`config.mk`:
```
export PLATFORM = sky130hd
export DESIGN_NAME = neuron_node_seq
export DESIGN_NICKNAME = d
export VERILOG_FILES = /design/src/rtl/neuron_node_seq.sv
export SDC_FILE = /design/constraint.sdc
export NUM_CORES = 2
export LEC_CHECK = 0
export ABC_AREA = 1
export CAP_MARGIN = 20
export CORE_MARGIN = 2
export CORE_UTILIZATION = 60
export DETAILED_ROUTE_END_ITERATION = 10
export GPL_TIMING_DRIVEN = 0
export PLACE_DENSITY = 0.91
export SKIP_LAST_GASP = 1
export SLEW_MARGIN = 5
export SYNTH_ARGS = -nofsm -noshare
export SYNTH_HDL_FRONTEND = slang
export SYNTH_SLANG_ARGS = --single-unit
```
`constraint.sdc`:
```
create_clock -name clk -period 10 [get_ports clk]
set_clock_uncertainty 0.2 [all_clocks]
set_input_delay 1 -clock clk [delete_from_list [all_inputs] [get_ports clk]]
set_output_delay 1 -clock clk [all_outputs]
set_load 0.1 [all_outputs]
```
`src/rtl/neuron_node_seq.sv`:
```
// neuron_node_seq: sequential fully-connected neuron.
// Streams LANES-wide pixel/weight beats, accumulates exact signed products
// onto a sign-extended bias with saturation, then applies a selectable
// activation and offers one OUT_W result over a valid/ready handshake.
module neuron_node_seq #(
  parameter int DATA_W = 8,
  parameter int LANES  = 16,
  parameter int BEATS  = 49,
  parameter int BIAS_W = 20,
  parameter int ACC_W  = 26,
  parameter int SHIFT  = 8,
  parameter int OUT_W  = 8
) (
  input  logic                      clk,
  input  logic                      rst,
  input  logic                      start,
  input  logic [BIAS_W-1:0]         bias,
  input  logic [1:0]                act_mode,
  input  logic                      in_valid,
  output logic                      in_ready,
  input  logic [LANES*DATA_W-1:0]   p_in,
  input  logic [LANES*DATA_W-1:0]   w_in,
  output logic                      out_valid,
  input  logic                      out_ready,
  output logic [OUT_W-1:0]          out_data,
  output logic                      busy,
  output logic                      ovf
);

  // Working widths: WIDE holds bias, accumulator and a full beat sum plus
  // one bit of headroom, so acc + beat_sum can never wrap before clamping.
  localparam int PROD_W = 2 * DATA_W + 1;
  localparam int SUM_W  = PROD_W + $clog2(LANES);
  localparam int MAX1_W = (ACC_W > SUM_W) ? ACC_W : SUM_W;
  localparam int WIDE   = ((MAX1_W > BIAS_W) ? MAX1_W : BIAS_W) + 1;
  localparam int CNT_W  = $clog2(BEATS + 1);
  localparam int AW2    = ACC_W + 2;

  localparam logic [1:0] IDLE = 2'd0;
  localparam logic [1:0] ACC  = 2'd1;
  localparam logic [1:0] ACT  = 2'd2;
  localparam logic [1:0] HOLD = 2'd3;

  localparam logic [CNT_W-1:0] CNT_LAST = CNT_W'(BEATS - 1);
  localparam logic [CNT_W-1:0] CNT_ONE  = {{(CNT_W-1){1'b0}}, 1'b1};
  localparam logic [CNT_W-1:0] CNT_ZERO = {CNT_W{1'b0}};

  // Accumulator limits, both at accumulator width and at working width.
  localparam logic signed [ACC_W-1:0] ACC_MAX   = {1'b0, {(ACC_W-1){1'b1}}};
  localparam logic signed [ACC_W-1:0] ACC_MIN   = {1'b1, {(ACC_W-1){1'b0}}};
  localparam logic signed [WIDE-1:0]  ACC_MAX_W = {{(WIDE-ACC_W+1){1'b0}}, {(ACC_W-1){1'b1}}};
  localparam logic signed [WIDE-1:0]  ACC_MIN_W = {{(WIDE-ACC_W+1){1'b1}}, {(ACC_W-1){1'b0}}};

  // Activation thresholds at the widened shifted-accumulator width.
  localparam logic signed [AW2-1:0] ZERO_X = {AW2{1'b0}};
  localparam logic signed [AW2-1:0] UMAX_X = {{(AW2-OUT_W){1'b0}}, {OUT_W{1'b1}}};
  localparam logic signed [AW2-1:0] HALF_X = {{(AW2-OUT_W){1'b0}}, 1'b1, {(OUT_W-1){1'b0}}};
  localparam logic signed [AW2-1:0] SMAX_X = {{(AW2-OUT_W+1){1'b0}}, {(OUT_W-1){1'b1}}};
  localparam logic signed [AW2-1:0] SMIN_X = {{(AW2-OUT_W+1){1'b1}}, {(OUT_W-1){1'b0}}};

  // Clamp a working-width value into the accumulator range.
  function automatic logic signed [ACC_W-1:0] sat_val(input logic signed [WIDE-1:0] x);
    logic signed [ACC_W-1:0] r;
    if (x > ACC_MAX_W) begin
      r = ACC_MAX;
    end else if (x < ACC_MIN_W) begin
      r = ACC_MIN;
    end else begin
      r = x[ACC_W-1:0];
    end
    return r;
  endfunction

  // True when sat_val would have to clamp.
  function automatic logic sat_hit(input logic signed [WIDE-1:0] x);
    return (x > ACC_MAX_W) || (x < ACC_MIN_W);
  endfunction

  // Shift the accumulator down and map it through the selected activation.
  function automatic logic [OUT_W-1:0] activate(input logic [1:0] mode,
                                                input logic signed [ACC_W-1:0] a);
    logic signed [ACC_W-1:0] s;
    logic signed [AW2-1:0]   sx;
    logic signed [AW2-1:0]   hx;
    logic [OUT_W-1:0]        r;
    s  = a >>> SHIFT;
    sx = {{2{s[ACC_W-1]}}, s};
    hx = sx + HALF_X;
    case (mode)
      2'b01: begin
        if (hx < ZERO_X) begin
          r = {OUT_W{1'b0}};
        end else if (hx > UMAX_X) begin
          r = {OUT_W{1'b1}};
        end else begin
          r = hx[OUT_W-1:0];
        end
      end
      2'b10: begin
        if (sx < SMIN_X) begin
          r = {1'b1, {(OUT_W-1){1'b0}}};
        end else if (sx > SMAX_X) begin
          r = {1'b0, {(OUT_W-1){1'b1}}};
        end else begin
          r = sx[OUT_W-1:0];
        end
      end
      default: begin
        // ReLU; mode 11 deliberately shares this path.
        if (sx < ZERO_X) begin
          r = {OUT_W{1'b0}};
        end else if (sx > UMAX_X) begin
          r = {OUT_W{1'b1}};
        end else begin
          r = sx[OUT_W-1:0];
        end
      end
    endcase
    return r;
  endfunction

  logic [1:0]              state_r;
  logic [1:0]              state_nxt_s;
  logic signed [ACC_W-1:0] acc_r;
  logic [1:0]              mode_r;
  logic [CNT_W-1:0]        beat_cnt_r;
  logic                    in_ready_r;
  logic                    out_valid_r;
  logic [OUT_W-1:0]        out_data_r;
  logic                    busy_r;
  logic                    ovf_r;

  logic                    beat_acc_s;
  logic signed [WIDE-1:0]  p_ext_s;
  logic signed [WIDE-1:0]  w_ext_s;
  logic signed [WIDE-1:0]  beat_sum_s;
  logic signed [WIDE-1:0]  acc_ext_s;
  logic signed [WIDE-1:0]  sum_s;
  logic signed [WIDE-1:0]  bias_ext_s;

  assign beat_acc_s = in_valid && in_ready_r;
  assign acc_ext_s  = {{(WIDE-ACC_W){acc_r[ACC_W-1]}}, acc_r};
  assign bias_ext_s = {{(WIDE-BIAS_W){bias[BIAS_W-1]}}, bias};
  assign sum_s      = acc_ext_s + beat_sum_s;

  // Exact beat sum: zero-extended pixels times sign-extended weights.
  always_comb begin
    beat_sum_s = {WIDE{1'b0}};
    p_ext_s    = {WIDE{1'b0}};
    w_ext_s    = {WIDE{1'b0}};
    for (int i = 0; i < LANES; i++) begin
      p_ext_s    = {{(WIDE-DATA_W){1'b0}}, p_in[i*DATA_W +: DATA_W]};
      w_ext_s    = {{(WIDE-DATA_W){w_in[i*DATA_W+DATA_W-1]}}, w_in[i*DATA_W +: DATA_W]};
      beat_sum_s = beat_sum_s + p_ext_s * w_ext_s;
    end
  end

  // Next-state decode for the IDLE/ACC/ACT/HOLD sequence.
  always_comb begin
    state_nxt_s = state_r;
    case (state_r)
      IDLE: begin
        if (start) begin
          state_nxt_s = ACC;
        end else begin
          state_nxt_s = IDLE;
        end
      end
      ACC: begin
        if (beat_acc_s && (beat_cnt_r == CNT_LAST)) begin
          state_nxt_s = ACT;
        end else begin
          state_nxt_s = ACC;
        end
      end
      ACT: begin
        state_nxt_s = HOLD;
      end
      HOLD: begin
        if (out_ready) begin
          state_nxt_s = IDLE;
        end else begin
          state_nxt_s = HOLD;
        end
      end
      default: begin
        state_nxt_s = IDLE;
      end
    endcase
  end

  // State register plus status outputs registered from the next state.
  always_ff @(posedge clk or posedge rst) begin
    if (rst) begin
      state_r    <= IDLE;
      in_ready_r <= 1'b0;
      busy_r     <= 1'b0;
    end else begin
      state_r    <= state_nxt_s;
      in_ready_r <= (state_nxt_s == ACC);
      busy_r     <= (state_nxt_s != IDLE);
    end
  end

  // Datapath: bias load, saturating accumulation, activation and result hold.
  always_ff @(posedge clk or posedge rst) begin
    if (rst) begin
      acc_r       <= {ACC_W{1'b0}};
      mode_r      <= 2'b00;
      beat_cnt_r  <= CNT_ZERO;
      out_valid_r <= 1'b0;
      out_data_r  <= {OUT_W{1'b0}};
      ovf_r       <= 1'b0;
    end else begin
      case (state_r)
        IDLE: begin
          if (start) begin
            acc_r      <= sat_val(bias_ext_s);
            mode_r     <= act_mode;
            beat_cnt_r <= CNT_ZERO;
            ovf_r      <= 1'b0;
          end
        end
        ACC: begin
          if (beat_acc_s) begin
            acc_r      <= sat_val(sum_s);
            ovf_r      <= ovf_r | sat_hit(sum_s);
            beat_cnt_r <= beat_cnt_r + CNT_ONE;
          end
        end
        ACT: begin
          out_data_r  <= activate(mode_r, acc_r);
          out_valid_r <= 1'b1;
        end
        HOLD: begin
          if (out_ready) begin
            out_valid_r <= 1'b0;
          end
        end
        default: begin
          out_valid_r <= 1'b0;
        end
      endcase
    end
  end

  assign in_ready  = in_ready_r;
  assign out_valid = out_valid_r;
  assign out_data  = out_data_r;
  assign busy      = busy_r;
  assign ovf       = ovf_r;

endmodule

```
== Word-level counts from Yosys, hierarchy flattened ==
Index checks and enable logic that the tools add are counted.
Widths: inputs -> output; s select.
Storage, ports and cells
  bits in registers: 48
  bits of input ports: 283
  output and inout bits: 12
  word-level logic and storage cells: 100
Operators by class
  $add $sub $neg: 18
  $mul: 16
  order comparisons: 10
  equal/unequal tests: 10
  mux-type cells: 26
  bitwise gates (word level): 1
  reduce and logical (&&, ||, !) cells: 10
Operator list (number)
  $mul 9x8->17: 16
  $mux 26: 6
  $add 27x17->27: 5
  $pmux 26 s2: 1
  $mux 8: 6
  $add 26x17->27: 1
  $add 26x27->27: 1
  $gt 27x26->1 const B: 1
  $lt 27x26->1 const B: 1
  $add 25x17->26: 1
  $gt 20x26->1 const B: 1
  $lt 20x26->1 const B: 1
  $add 24x17->25: 1
  $add 23x17->24: 1
  $add 22x17->23: 1
  $add 21x17->22: 1
  $add 20x17->21: 1
  $add 19x17->20: 1
  $add 18x17->19: 1
  $add 18x9->19 const B: 1
  $gt 19x9->1 const B: 1
  $lt 19x1->1 const B: 1
  $add 17x17->18: 1
  $gt 18x8->1 const B: 1
  22 further kinds: 38

== Depth between registers and ports, before layout ==
  depth after elaboration: 22
  depth in mapped cells: 42
  gate-level depth less buffers: 40

== Worst setup path after synthesis ==
OpenSTA, ideal clock, no wires.
  path kind: input-to-reg
  from: input w_in[127]
  to: register acc_r[5]
  library setup time: 0.130 ns
  arrival time: 9.068 ns
  data required time: 9.670 ns
  slack: 0.602 ns
  stages: 36
  buffers on the path: 1
  cells stage by stage: clkinv_1 -> or2_2 -> fa_1 -> inv_1 -> fa_1 -> inv_1 -> fa_1 -> inv_1 -> fa_1 -> fa_1 -> inv_1 -> fa_1 -> fa_1 -> fa_1 -> inv_1 -> fa_1 -> inv_1 -> fa_1 -> fa_1 -> inv_1 -> fa_1 -> ha_1 -> nand2_2 -> nor2_4 -> nand2_1 -> nor2_1 -> nand2_1 -> nand3_1 -> nand2_1 -> nand2_2 -> inv_2 -> a21oi_4 -> buf_6 -> nand2_1 -> nand2_1 -> o21ai_1
On the way
  word-level cells in the longest chain between the ends: 8
  elaborated cells on any way between the ends: 9
  those cells by class: add/sub (2); mul (1); order compare (2); mux (4)
Ends and longest elaborated chain
  from (decl): RTL line 22  | input logic [LANES*DATA_W-1:0] w_in,
  $mul 9x8->17 *: RTL line 154  | beat_sum_s = beat_sum_s + p_ext_s * w_ext_s;
  $add 27x17->27 *: RTL line 154
  $add 26x27->27 *: RTL line 144  | assign sum_s = acc_ext_s + beat_sum_s;
  $lt 27x26->1: RTL line 66  | end else if (x < ACC_MIN_W) begin
  $mux 26: RTL line 66
  $mux 26 *: RTL line 64  | if (x > ACC_MAX_W) begin
  $mux 26 *: RTL line 225  | if (beat_acc_s) begin
  $pmux 26 s2 *: RTL line 215  | case (state_r)
  to (signal assigned): RTL line 208  | acc_r <= {ACC_W{1'b0}};
  to (signal assigned): RTL line 218  | acc_r <= sat_val(bias_ext_s);
  to (signal assigned): RTL line 226  | acc_r <= sat_val(sum_s);
  to (decl): RTL line 124  | logic signed [ACC_W-1:0] acc_r;
Every way passes the cells marked *; elsewhere a longest branch is shown, timed or not. The select of a mux whose other input is x is not followed.
A chain may end at the register's enable or synchronous reset.

== Worst setup path in the final report ==
  from: input w_in[63]
  to: register acc_r[17]
On the way
  word-level cells in the longest chain between the ends: 16
  elaborated cells on any way between the ends: 17
  those cells by class: add/sub (10); mul (1); order compare (2); mux (4)
Ends and longest elaborated chain (RTL line)
  $mul 9x8->17 *: 154
  $add 23x17->24 *: 154
  $add 24x17->25 *: 154
  $add 25x17->26 *: 154
  $add 26x17->27 *: 154
  $add 27x17->27 * (5 in a row): 154
  $add 26x27->27 *: 144
  $lt 27x26->1: 66
  $mux 26: 66
  $mux 26 *: 64
  $mux 26 *: 225
  $pmux 26 s2 *: 215
Marked as above.

==> results_dict.tcl <==
set metrics [dict create \
    synth.top_cells.by_area "fa_1 (49%), inv_1 (16%), ha_1 (15%)" \
    maxSlewViolCount 0 \
    hpwl_um 105000 \
    pin_count 295 \
    tightest_slew_ns 1.00 \
    syn-cell-area_um2 44700 \
    worst-setup-path-type "input port to flip-flop" \
    num-fill-cells 5787 \
    critPathMaxStageDelay_ns 0.62 \
    ff2ff_path_depth 33 \
    die_width_um 277 \
    dieArea_um2 76700 \
    synth_seq_area_share_pct 2.69 \
    drt_iter0_markers 3095 \
    grt_pass1_wl_um 192000 \
    worstHoldStart "ovf" \
    reg2reg_setup_slack_ns 1.38 \
    die_y_um 277 \
    fmax_mhz 102 \
    antenna_found_initial 11 \
    cts.sinks 48 \
    synth_warnings 0 \
    reg2reg_to "acc_r[17]" \
    grt.total_usage_pct 31.7 \
    relSlewSlack_pct 32.9 \
    synth_nets 7388 \
    fin_crit_sh_pct 97.8 \
    drive_above_1_share_pct 5.11 \
    synth_edf_count 0 \
    pre_cts_ws_ns -1.22 \
    ant_nets 0 \
    outcome "completed" \
    cpMostUsedCell "fa_1" \
    hp-class "flip-flop to flip-flop" \
    maxCapViolations 0 \
    first_pass_iters 9 \
    synthesis.instances 5474 \
    insertion_delay_ns 0.30 \
    synth.distinct_cells 43 \
    tns_ns 0 \
    area_growth_pct 5.57 \
    worst_setup_path_start_kind "input port" \
    synth_ff_type "dfrtp_1" \
    clock_tree.root_cell "clkbuf_16" \
    yosysMostFrequentCell "inv_1" \
    min_delay_path_depth 2 \
    path_max_fanout 8 \
    synth_top_cell_area_share_pct 48.7 \
    grt_util_met2_pct 54.3 \
    drt-wirelength-per-cell_um 18.0 \
    end_kind "flip-flop" \
    use_met3_pct 3.51 \
    cp.arrival_ns 9.74 \
    ys_ff_latch 48 \
    crit_required_ns 9.96 \
    fin_crit_ns 9.78 \
    yosysTopAreaCell "fa_1" \
    postPlaceCellArea_um2 46400 \
    numCtsBuffers 5 \
    drc 0 \
    async_flop_share_pct 100 \
    min_to "ovf" \
    clk_pin_slew_ns 0.07 \
    hold_viol_final 0 \
    avgViaCountPerCell 5.25 \
    ctsHoldBuffers 0 \
    timing.final.ws_setup_ns 0.217 \
    layout.nets 7474 \
    timing.rr.start "acc_r[6]" \
    postLayoutCellArea_um2 47200 \
    initial_core_util_pct 60.3 \
    portBuffers 54 \
    grt_max_degree 26 \
    htree_levels 2 \
    setup_viol_count_final 0 \
    grt_use_met1_pct 41.1 \
    synth_common_cells "inv_1 (1941), nand2_1 (1145), fa_1 (1087), ha_1 (544), clkbuf_1 (244)" \
    rows 100 \
    core-area_um2 74100 \
    num_vias 34400 \
    cts_buffer_depth 2 \
    busiest_layer "met2" \
    routed_wl_um 117000 \
    gr-total-overflow 0 \
    gp_congestion 0.990 \
    tritoncts "yes" \
    avgSynthCellArea_um2 8.16 \
    grt_pass1_vias 37500 \
    crit_slowest_cell "fa_2" \
]
==> cell families (layout without fill, tap and decap cells) <==
family / count (synthesis) / in the layout / share of synthesized area [%]
flops: 48 / 48 / 2.69
fa+ha+maj: 1631 / 1631 / 63.9
compound gates: 110 / 111 / 1.36
xor+xnor: 23 / 23 / 0.451
simple gates: 1453 / 1453 / 12.9
other cells: 0 / 11 / 0
buf+inv: 2209 / 2295 / 18.6
==> worst max path at each step <==
stage               startpoint         to  slack, ns  cells past startpoint
floorplan            w_in[127]   acc_r[5]       0.60                     36
global placement     w_in[103]   acc_r[8]      -1.13                     35
detailed placement   w_in[103]  acc_r[11]      -1.22                     35
CTS                   w_in[63]  acc_r[11]      0.006                     35
global route          p_in[78]   acc_r[4]      -0.04                     36
finish                w_in[63]  acc_r[17]       0.22                     34
==> metal layers <==
| metal | share of wire (%) | vias to the layer above |
|---|---|---|
| li1 | - | 15200 |
| met1 | 37 | 17100 |
| met2 | 49 | 1756 |
| met3 | 8.2 | 395 |
| met4 | 5.6 | 8 |
| met5 | 0.045 | - |
==> worst max-delay path, delay by kind of cell <==
kind            cells  cell delay (ns)
fa+ha+maj          13             6.22
simple gates       10             1.08
buf+inv             8             0.89
compound gates      3             0.50
==> per-stage QoR <==
| stage | hold WS [ns] | util, % | cells |
|---|---|---|---|
| after floorplan | 0.255 | - | 5474 |
| after global placement | 0.289 | 62.7 | 6497 |
| after detailed placement | 0.306 | 62.7 | 6498 |
| after CTS | 0.321 | 63.1 | 6510 |
| after global routing | 0.371 | 63.7 | 6537 |
| final | 0.307 | 63.7 | 6541 |
==> state kept, by name (all words and copies together) (netlist names) <==
signal      cells
state_r         2
out_data        8
out_valid       1
acc_r          26
busy            1
mode_r          2
in_ready        1
ovf             1
beat_cnt_r      6
==> layout by cell type, fill, tap and decap left out, types with 9 or more instances in the layout <==
master / instances
o21ai_1: 11
dfrtp_1: 48
a21oi_1: 47
nor2_1: 175
ha_1: 535
clkbuf_2: 87
clkbuf_1: 160
nor3_1: 11
fa_2: 28
nand2_2: 16
fa_1: 1059
buf_4: 21
xor2_1: 11
clkdlybuf4s50_1: 38
o21ai_0: 31
inv_1: 1933
nand3_1: 28
nand2_1: 1140
xnor2_1: 12
or2_2: 46
nand4_1: 13
diode_2: 11
inv_2: 10
buf_2: 9
==> final cells by class <==
class,count,area [um^2],area share [%]
Antenna cell,11,27.5,0.0584
Clock buffer,8,146,0.310
Tap cell,969,1210,2.57
Multi-Input combinational cell,3218,35400,75.0
Sequential cell,48,1200,2.55
Inverter,1958,7410,15.7
Timing Repair Buffer,78,698,1.48
Buffer,251,1090,2.31
==> repair_timing <==
| item | in CTS | in global routing |
|---|---|---|
| setup buffers | 4 | 18 |
| gates resized for setup | 72 | 265 |
| pin swaps | 2 | 40 |
| cloned | 0 | 2 |
| setup endpoints to repair | 27 | 26 |
Power is left out: the tool's default activity adds up to more than one toggle a clock period on the data nets, which glitch-free logic cannot reach.
